$ cat src/rtl/regbus_master_if.sv
// Core request/response and register-bus signal bundle for regbus_master.
// The master modport is the bridge side; slave is the core + responder side.
interface regbus_master_if;
    logic        req_valid;
    logic        req_ready;
    logic        req_we;
    logic [15:0] req_addr;
    logic [1:0]  req_size;
    logic        req_signed;
    logic [31:0] req_wdata;

    logic        resp_valid;
    logic        resp_ready;
    logic [31:0] resp_rdata;
    logic        resp_err;

    logic        wr_en;
    logic [3:0]  be;
    logic [15:0] wr_addr;
    logic [31:0] wdata;

    logic        rd_en;
    logic [15:0] rd_addr;
    logic [31:0] rdata;
    logic        rd_rdy;

    modport master (
        input  req_valid,
        input  req_we,
        input  req_addr,
        input  req_size,
        input  req_signed,
        input  req_wdata,
        output req_ready,
        output resp_valid,
        input  resp_ready,
        output resp_rdata,
        output resp_err,
        output wr_en,
        output be,
        output wr_addr,
        output wdata,
        output rd_en,
        output rd_addr,
        input  rdata,
        input  rd_rdy
    );

    modport slave (
        output req_valid,
        output req_we,
        output req_addr,
        output req_size,
        output req_signed,
        output req_wdata,
        input  req_ready,
        input  resp_valid,
        output resp_ready,
        input  resp_rdata,
        input  resp_err,
        input  wr_en,
        input  be,
        input  wr_addr,
        input  wdata,
        input  rd_en,
        input  rd_addr,
        output rdata,
        output rd_rdy
    );
endinterface

$ cat src/rtl/regbus_master.sv
// Bridges single core load/store requests onto a 32-bit register bus,
// with lane steering, load formatting and a bounded read wait.
module regbus_master #(
    parameter int unsigned TIMEOUT = 15
) (
    input  logic             clk,
    input  logic             rstb,
    regbus_master_if.master  bus
);

    typedef enum logic [2:0] {
        IDLE,
        WR,
        RD,
        WAIT,
        RESP
    } state_e;

    localparam int unsigned CW = (TIMEOUT > 1) ? $clog2(TIMEOUT) : 1;
    localparam logic [CW-1:0] CNT_LAST = CW'(TIMEOUT - 1);

    state_e        state_q, state_d;
    logic [15:0]   addr_q, addr_d;
    logic [1:0]    lane_q, lane_d;
    logic [1:0]    size_q, size_d;
    logic          sgn_q, sgn_d;
    logic [3:0]    be_q, be_d;
    logic [31:0]   wdata_q, wdata_d;
    logic [CW-1:0] cnt_q, cnt_d;
    logic [31:0]   rdata_q, rdata_d;
    logic          err_q, err_d;

    logic          misalign;
    logic          bad_req;

    function automatic logic [3:0] be_of(input logic [1:0] size,
                                         input logic [1:0] lane);
        logic [3:0] m;
        m = 4'b1111;
        case (size)
            2'd0: begin
                case (lane)
                    2'd0:    m = 4'b0001;
                    2'd1:    m = 4'b0010;
                    2'd2:    m = 4'b0100;
                    default: m = 4'b1000;
                endcase
            end
            2'd1:    m = lane[1] ? 4'b1100 : 4'b0011;
            default: m = 4'b1111;
        endcase
        return m;
    endfunction

    function automatic logic [31:0] wdata_of(input logic [1:0]  size,
                                             input logic [31:0] d);
        logic [31:0] w;
        case (size)
            2'd0:    w = {4{d[7:0]}};
            2'd1:    w = {2{d[15:0]}};
            default: w = d;
        endcase
        return w;
    endfunction

    function automatic logic [31:0] fmt_load(input logic [31:0] raw,
                                             input logic [1:0]  size,
                                             input logic [1:0]  lane,
                                             input logic        sgn);
        logic [7:0]  b;
        logic [15:0] h;
        logic [31:0] r;
        case (lane)
            2'd0:    b = raw[7:0];
            2'd1:    b = raw[15:8];
            2'd2:    b = raw[23:16];
            default: b = raw[31:24];
        endcase
        h = lane[1] ? raw[31:16] : raw[15:0];
        case (size)
            2'd0:    r = {{24{sgn & b[7]}}, b};
            2'd1:    r = {{16{sgn & h[15]}}, h};
            default: r = raw;
        endcase
        return r;
    endfunction

    assign misalign = ((bus.req_size == 2'd1) && bus.req_addr[0]) ||
                      ((bus.req_size == 2'd2) && (bus.req_addr[1:0] != 2'b00));
    assign bad_req  = (bus.req_size == 2'd3) || misalign;

    always_comb begin
        state_d = state_q;
        addr_d  = addr_q;
        lane_d  = lane_q;
        size_d  = size_q;
        sgn_d   = sgn_q;
        be_d    = be_q;
        wdata_d = wdata_q;
        cnt_d   = cnt_q;
        rdata_d = rdata_q;
        err_d   = err_q;
        unique case (state_q)
            IDLE: begin
                if (bus.req_valid) begin
                    if (bad_req) begin
                        state_d = RESP;
                        err_d   = 1'b1;
                        rdata_d = '0;
                    end else begin
                        state_d = bus.req_we ? WR : RD;
                        addr_d  = {bus.req_addr[15:2], 2'b00};
                        lane_d  = bus.req_addr[1:0];
                        size_d  = bus.req_size;
                        sgn_d   = bus.req_signed;
                        be_d    = be_of(bus.req_size, bus.req_addr[1:0]);
                        wdata_d = wdata_of(bus.req_size, bus.req_wdata);
                    end
                end
            end
            WR: begin
                state_d = RESP;
                err_d   = 1'b0;
                rdata_d = '0;
            end
            RD: begin
                state_d = WAIT;
                cnt_d   = '0;
            end
            WAIT: begin
                // A response landing on the expiry cycle still wins.
                if (bus.rd_rdy) begin
                    state_d = RESP;
                    err_d   = 1'b0;
                    rdata_d = fmt_load(bus.rdata, size_q, lane_q, sgn_q);
                end else if (cnt_q == CNT_LAST) begin
                    state_d = RESP;
                    err_d   = 1'b1;
                    rdata_d = '0;
                end else begin
                    cnt_d = cnt_q + 1'b1;
                end
            end
            RESP: begin
                if (bus.resp_ready) begin
                    state_d = IDLE;
                end
            end
            default: state_d = IDLE;
        endcase
    end

    always_ff @(posedge clk or negedge rstb) begin
        if (!rstb) begin
            state_q <= IDLE;
            addr_q  <= '0;
            lane_q  <= '0;
            size_q  <= '0;
            sgn_q   <= 1'b0;
            be_q    <= '0;
            wdata_q <= '0;
            cnt_q   <= '0;
            rdata_q <= '0;
            err_q   <= 1'b0;
        end else begin
            state_q <= state_d;
            addr_q  <= addr_d;
            lane_q  <= lane_d;
            size_q  <= size_d;
            sgn_q   <= sgn_d;
            be_q    <= be_d;
            wdata_q <= wdata_d;
            cnt_q   <= cnt_d;
            rdata_q <= rdata_d;
            err_q   <= err_d;
        end
    end

    assign bus.req_ready  = (state_q == IDLE);
    assign bus.resp_valid = (state_q == RESP);
    assign bus.resp_rdata = rdata_q;
    assign bus.resp_err   = err_q;
    assign bus.wr_en      = (state_q == WR);
    assign bus.be         = be_q;
    assign bus.wr_addr    = addr_q;
    assign bus.wdata      = wdata_q;
    assign bus.rd_en      = (state_q == RD);
    assign bus.rd_addr    = addr_q;

endmodule

$ cat src/flat_wrapper.sv
// flat-port wrapper written by rule: the top's interface ports become plain ports
module regbus_master_flat 
#(
    parameter int unsigned TIMEOUT = 15
)
  (clk, rstb, bus_req_valid, bus_req_we, bus_req_addr, bus_req_size, bus_req_signed, bus_req_wdata, bus_req_ready, bus_resp_valid, bus_resp_ready, bus_resp_rdata, bus_resp_err, bus_wr_en, bus_be, bus_wr_addr, bus_wdata, bus_rd_en, bus_rd_addr, bus_rdata, bus_rd_rdy);
  regbus_master_if bus_i ();
  input  logic clk;
  input  logic rstb;
  input wire logic [$bits(bus_i.req_valid)-1:0] bus_req_valid;
  input wire logic [$bits(bus_i.req_we)-1:0] bus_req_we;
  input wire logic [$bits(bus_i.req_addr)-1:0] bus_req_addr;
  input wire logic [$bits(bus_i.req_size)-1:0] bus_req_size;
  input wire logic [$bits(bus_i.req_signed)-1:0] bus_req_signed;
  input wire logic [$bits(bus_i.req_wdata)-1:0] bus_req_wdata;
  output wire logic [$bits(bus_i.req_ready)-1:0] bus_req_ready;
  output wire logic [$bits(bus_i.resp_valid)-1:0] bus_resp_valid;
  input wire logic [$bits(bus_i.resp_ready)-1:0] bus_resp_ready;
  output wire logic [$bits(bus_i.resp_rdata)-1:0] bus_resp_rdata;
  output wire logic [$bits(bus_i.resp_err)-1:0] bus_resp_err;
  output wire logic [$bits(bus_i.wr_en)-1:0] bus_wr_en;
  output wire logic [$bits(bus_i.be)-1:0] bus_be;
  output wire logic [$bits(bus_i.wr_addr)-1:0] bus_wr_addr;
  output wire logic [$bits(bus_i.wdata)-1:0] bus_wdata;
  output wire logic [$bits(bus_i.rd_en)-1:0] bus_rd_en;
  output wire logic [$bits(bus_i.rd_addr)-1:0] bus_rd_addr;
  input wire logic [$bits(bus_i.rdata)-1:0] bus_rdata;
  input wire logic [$bits(bus_i.rd_rdy)-1:0] bus_rd_rdy;
  assign bus_i.req_valid = bus_req_valid;
  assign bus_i.req_we = bus_req_we;
  assign bus_i.req_addr = bus_req_addr;
  assign bus_i.req_size = bus_req_size;
  assign bus_i.req_signed = bus_req_signed;
  assign bus_i.req_wdata = bus_req_wdata;
  assign bus_req_ready = bus_i.req_ready;
  assign bus_resp_valid = bus_i.resp_valid;
  assign bus_i.resp_ready = bus_resp_ready;
  assign bus_resp_rdata = bus_i.resp_rdata;
  assign bus_resp_err = bus_i.resp_err;
  assign bus_wr_en = bus_i.wr_en;
  assign bus_be = bus_i.be;
  assign bus_wr_addr = bus_i.wr_addr;
  assign bus_wdata = bus_i.wdata;
  assign bus_rd_en = bus_i.rd_en;
  assign bus_rd_addr = bus_i.rd_addr;
  assign bus_i.rdata = bus_rdata;
  assign bus_i.rd_rdy = bus_rd_rdy;
  regbus_master #(.TIMEOUT(TIMEOUT)) u_core (.clk(clk), .rstb(rstb), .bus(bus_i));
endmodule
$ cat config.mk
export PLATFORM = sky130hd
export DESIGN_NAME = regbus_master_flat
export DESIGN_NICKNAME = d
export VERILOG_FILES = /design/src/rtl/regbus_master_if.sv /design/src/rtl/regbus_master.sv /design/src/flat_wrapper.sv
export SDC_FILE = /design/constraint.sdc
export NUM_CORES = 1
export LEC_CHECK = 0
export CORE_UTILIZATION = 44
export CTS_CLUSTER_DIAMETER = 100
export DETAILED_ROUTE_END_ITERATION = 8
export PLACE_DENSITY = 0.81
export SYNTH_ARGS = -nofsm -noshare
export SYNTH_HDL_FRONTEND = slang
export SYNTH_SLANG_ARGS = --single-unit
$ cat constraint.sdc
create_clock -name clk -period 1.8 [get_ports clk]
set_input_delay 0.27 -clock clk [delete_from_list [all_inputs] [get_ports clk]]
set_output_delay 0.27 -clock clk [all_outputs]
set_load 0.02 [all_outputs]
### Yosys cells after proc, flatten, opt, wreduce, memory -nomap -nowiden

Index checks and enable logic that the tools add are counted.

| storage, ports and cells | value |
|---|---|
| word-level logic and storage cells | 78 |
| register bits after elaboration | 95 |
| output and inout bits | 105 |
| input port bits | 89 |

| operators by class | value |
|---|---|
| eq/ne operators | 19 |
| muxes and demuxes | 29 |
| bitwise logic cells | 3 |
| reduce and logical (&&, ||, !) cells | 16 |
| add/subtract/negate cells | 1 |

Operators by type and width:

| operator | count |
|---|---|
| $mux W32 | 4 |
| $pmux W32 S2 | 2 |
| $pmux W32 S3 | 1 |
| $pmux W8 S3 | 1 |
| $mux W16 | 1 |
| $mux W8 | 2 |
| $pmux W4 S2 | 2 |
| $mux W3 | 5 |
| $pmux W3 S5 | 1 |
| $mux W4 | 3 |
| $pmux W4 S3 | 1 |
| $reduce_and A3 Y1 | 3 |
| $eq A2 B1 Y1 const B | 4 |
| $eq A2 B2 Y1 const B | 4 |
| $logic_not A2 Y1 | 4 |
| $eq A3 B2 Y1 const B | 2 |
| $ne A2 B2 Y1 const B | 3 |
| $add A4 B1 Y4 const B | 1 |
| $eq A4 B4 Y1 const B | 1 |
| $mux W1 | 4 |
| $ne A2 B1 Y1 const B | 2 |
| $reduce_and A4 Y1 | 1 |
| $reduce_bool A2 Y1 | 2 |
| $eq A3 B1 Y1 const B | 1 |
| 10 further kinds | 13 |

### Depth between registers and ports, before layout

| logic depth | value |
|---|---|
| word-level depth | 8 |
| mapped depth | 7 |
| gate-level depth less buffers | 6 |

### Least setup slack after synthesis

OpenSTA, ideal clock, no wires.

| path | value |
|---|---|
| path type | register to register |
| start point | register u_core.cnt_q[0] |
| end point | register u_core.state_q[2] |
| setup slack | 0.215 ns |
| arrival | 1.455 ns |
| stages on the path, launching flop included | 7 |
| required time | 1.669 ns |
| setup time | 0.131 ns |
| buffers on the path | 1 |
| period minus slack after synthesis | 1.585 ns |
| cells stage by stage | dfrtp_1 > inv_1 > ha_1 > a31o_2 > a32oi_2 > buf_2 > o21ai_0 |

| between the ends | value |
|---|---|
| cells in the longest elaborated chain, start to end | 3 |

RTL lines:

| item | line | RTL |
|---|---|---|
| start: declaration | regbus_master.sv:29 | `logic [CW-1:0] cnt_q, cnt_d;` |
| start signal: assignment | regbus_master.sv:173 | `cnt_q <= cnt_d;` |
| $eq A4 B4 Y1 | regbus_master.sv:136 | `end else if (cnt_q == CNT_LAST) begin` |
| $ne A3 B2 Y1 (no line) | - |  |
| $reduce_and A3 Y1 (no line) | - |  |
| end signal: assignment | regbus_master.sv:166 | `state_q <= state_d;` |
| end: declaration | regbus_master.sv:22 | `state_e state_q, state_d;` |

No other way between the ends.
A chain may end at the register's enable or synchronous reset.

### Worst setup path in the final report

| path | value |
|---|---|
| start point | input bus_req_size[0] |
| end point | register u_core.addr_q[6] (netlist: u_core.bus.rd_addr[6]) |

| between the ends | value |
|---|---|
| cells in the longest elaborated chain, start to end | 6 |
| elaborated cells on any way between the ends | 9 |
| classes of those cells | 3 x eq/ne; 1 x bitwise; 5 x reduce/logical |

RTL lines:

| item | line | RTL |
|---|---|---|
| start: declaration | flat_wrapper.sv:13 | `input wire logic [$bits(bus_i.req_size)-1:0] bus_req_size;` |
| $eq A2 B1 Y1 / $eq A2 B2 Y1 (equally long branches) | regbus_master.sv:88, regbus_master.sv:89 |  |
| $logic_and A1 B1 Y1 (on tied branches) | regbus_master.sv:88, regbus_master.sv:89 |  |
| $logic_or A1 B1 Y1 | regbus_master.sv:88 | `assign misalign = ((bus.req_size == 2'd1) && bus.req_addr[0]) \|\|` |
| $logic_or A1 B1 Y1 * | regbus_master.sv:90 | `assign bad_req = (bus.req_size == 2'd3) \|\| misalign;` |
| $not A1 Y1 (no line) * | - |  |
| $reduce_and A3 Y1 (no line) * | - |  |
| end signal: assignment | regbus_master.sv:167 | `addr_q <= addr_d;` |
| end: declaration | regbus_master.sv:23 | `logic [15:0] addr_q, addr_d;` |

Every way passes the cells marked *; elsewhere a longest branch is shown, timed or not.

==> flow_metrics.env <==
export IMPL_crit_start="bus_req_size[0]"
export IMPL_rsz0062_at_grt="no"
export IMPL_drt_iter0_markers=240
export IMPL_cap_violations=0
export IMPL_gr_total_overflow=0
export IMPL_wire_per_inst_um=18.2
export IMPL_clkSlewWorstSetupHoldPaths_ns=0.09
export IMPL_ios=194
export IMPL_start_util_pct=46.1
export IMPL_grt_use_total_pct=25.4
export IMPL_slew_viol_final=0
export IMPL_die_h_um=107
export IMPL_path_cells="clkdlybuf4s50_1, nor3_2, buf_4, o211ai_4, buf_12, mux2_2"
export IMPL_hold_viol=0
export IMPL_async_flop_share_pct=100
export IMPL_gp_congestion=0.863
export IMPL_use_met1_pct=32.0
export IMPL_port_buffers=189
export IMPL_fin_cells=776
export IMPL_synth_distinct_cells=44
export IMPL_grt_busiest_layer="met2"
export IMPL_synth_edf_count=0
export IMPL_die_area_um2=11400
export IMPL_syn_area_um2=4840
export IMPL_avgSynthCellArea_um2=11.1
export IMPL_grt_start_max_net_pins=44
export IMPL_antenna_found_initial=0
export IMPL_use_met3_pct=6.93
export IMPL_outcome="finished clean"
export IMPL_fill_cells=755
export IMPL_drc=0
export IMPL_ys_ff_latch=95
export IMPL_worst_pin_slew_ns=0.563
export IMPL_worstPathRequired_ns=2.04
export IMPL_clock_sinks=95
export IMPL_core_rowCount=37
export IMPL_r2r_setup_slack_ns=0.05
export IMPL_final_area_um2=7300
export IMPL_fin_nets=726
export IMPL_p_total_mw=11.0
export IMPL_postSynthCellCount=436
export IMPL_worst_setup_path_end_kind="flip-flop"
export IMPL_worst_path_max_delay_cell="clkdlybuf4s50_1"
export IMPL_area_growth_pct=50.9
export IMPL_hpwlAfterDp_um=10400
export IMPL_period_needed_ns=1.76
export IMPL_synth_seq_area_share_pct=49.1
export IMPL_placed_area_um2=7000
export IMPL_relSlewSlack_pct=62.4
export IMPL_routed_wl_um=14100
export IMPL_cts_htree_levels=3
export IMPL_core_um2=10500
export IMPL_peakVddDrop_mv=0.995
export IMPL_setup_ws_ns=0.0412
export IMPL_diodes=0
export IMPL_ant_nets=0
export IMPL_grt_pass1_vias=4460
export IMPL_startpoint_type="input port"
export IMPL_place_ws_ns=-0.391
export IMPL_path_class="input port to flip-flop"
export IMPL_grt_pass1_wl_um=22500
export IMPL_dr_pass1_iters=5
export IMPL_cts_buffers=9
export IMPL_die_width_um=107
export IMPL_ys_warn_count=0
export IMPL_root_buffer="clkbuf_8"
export IMPL_fmax_ghz=0.569
export IMPL_vias=4345
export IMPL_fin_skew_ns=0.0190
export IMPL_yosys_most_used_dff="dfrtp_1"
export IMPL_cp_slowest_stage_delay_ns=0.58
export IMPL_place_inst=757
export IMPL_tritoncts="built"
export IMPL_met2_usage_pct=42.3
export IMPL_drive_above_1_share_pct=17.8
export IMPL_clk_latency_ns=0.36
export IMPL_clock_path_buffers=2
export IMPL_setup_violations=0
export IMPL_min_path_type="input port to async pin"
export IMPL_critPathArrivalTime_ns=2.00
export IMPL_crit_reg2reg_launch="u_core.cnt_q[0]"
export IMPL_crit_fanout=63
export IMPL_avgViaCountPerCell=5.60
export IMPL_power_density_nw_per_um2=1510
export IMPL_power_leakage_nw=3.22
export IMPL_period_share_pct=97.7
-- cell usage in the layout, fill, tap and decap left out, drive strengths merged, types with 2 or more instances in the layout --
cell           synthesis  routed
mux2i                 27      27
ha                     2       2
conb                   1       4
a22o                   9       9
a2bb2oi                7       7
clkdlybuf4s50          0     184
clkinv                 0       3
o21ai                 36      36
o22ai                 16      16
nor2                  29      29
a21oi                 16      16
a221o                 24      24
o2bb2ai                9       9
nand4                  2       2
a31oi                  2       2
inv                   16      16
nand2                 36      36
buf                   42      47
bufinv                 0       2
nor2b                  3       3
nand2b                 3       3
mux4                   8       8
dfrtp                 95      95
nor3                   4       4
clkbuf                 9      12
o211ai                 3       3
mux2                  25      25
-- final cells by class --
| type | count | area [um2] | share of cell area, % |
|---|---|---|---|
| clock buffers | 10 | 138 | 1.88 |
| flip-flops and latches | 95 | 2380 | 32.6 |
| multi-input cells | 277 | 2130 | 29.2 |
| inverters | 16 | 60.1 | 0.822 |
| well taps | 136 | 170 | 2.33 |
| repair buffers | 236 | 2330 | 31.9 |
| clock inverters | 6 | 93.8 | 1.29 |
-- state kept, by name, indices dropped and copies added, names as in the netlist --
name and cells:
u_core.sgn_q 1, u_core.bus.be 4, u_core.bus.resp_err 1, u_core.lane_q 2
u_core.bus.rd_addr 14, u_core.size_q 2, u_core.state_q 3, u_core.bus.resp_rdata 32
u_core.bus.wdata 32, u_core.cnt_q 4
-- Yosys cell counts (all sizes together) (2+ instances only) --
cell	instances	share of area (%)
dfrtp	95	49
nand2b	3	0.39
nor3	4	0.52
a31oi	2	0.26
a2bb2oi	7	1.3
nor2b	3	0.39
buf	42	5.8
a22o	9	1.6
clkbuf	9	0.70
a21oi	16	1.7
nand4	2	0.26
nand2	36	2.8
mux2	25	6.6
mux4	8	3.7
inv	16	1.2
o2bb2ai	9	1.6
nor2	29	2.3
mux2i	27	5.6
ha	2	0.52
o22ai	16	2.1
a221o	24	5.0
o21ai	36	3.7
o211ai	3	0.57
-- per-stage QoR --
stage / setup TNS, ns / utilization [%] / hold WS [ns]
CTS: -0.0137 / 69.3 / 0.342
finish: 0 / 69.5 / 0.345
global placement: -13.32 / 66.6 / 0.180
floorplan: 0 / - / -0.0256
global route: 0 / 69.5 / 0.338
detailed placement: -18.73 / 66.6 / 0.182
-- what timing repair did --
action                                  in CTS  in global routing
pin swaps                                    0                  1
gates resized for setup                      7                 12
gates cloned                                 1                  0
endpoints found under the setup margin       6                 35
hold buffers                                 1                  0
hold endpoints to repair                    18                  0
buffers inserted                             1                  1
-- path summary, 6_finish.rpt --
kind                                             endpoint  depth (start not counted)
worst max-delay path                u_core.bus.rd_addr[6]                          6
worst min-delay path                u_core.bus.rd_addr[9]                          2
worst max register to register  u_core.bus.resp_rdata[29]                          7
worst min register to register       u_core.bus.wdata[26]                          2
max in group asynchronous           u_core.bus.rd_addr[2]                          3
min in group clk                        u_core.state_q[2]                          2
-- kinds of logic (layout without fill, tap and decap cells) --
logic type	count (synthesis)	count (layout)	synth area share, %
AO/OA/AOI/OAI	126	126	18.7
adder cells (fa/ha/maj)	2	2	0.517
buffers and inverters	67	268	7.78
flip-flops	95	95	49.1
multiplexers	60	60	15.9
other	1	4	0.0775
AND/OR/NAND/NOR	85	85	7.89
-- layer usage --
layer  routed length (um)  up-vias
met3                 1210       24
met5                    0        -
met4                  337        0
met1                 5740     2128
met2                 6850      215
li1                     -     1978
-- report_power, final --
group	total, mW	switching [mW]	internal [mW]
Combinational	5.87	2.88	2.99
Sequential	3.54	0.650	2.89
Clock	1.61	0.783	0.829
-- critical path: cells and delay by family --
family          cells  cell delay, ns
buf+inv             3            1.03
compound gates      1            0.19
mux                 1            0.37
simple gates        1            0.09
Power figures use the tool's default switching activity.
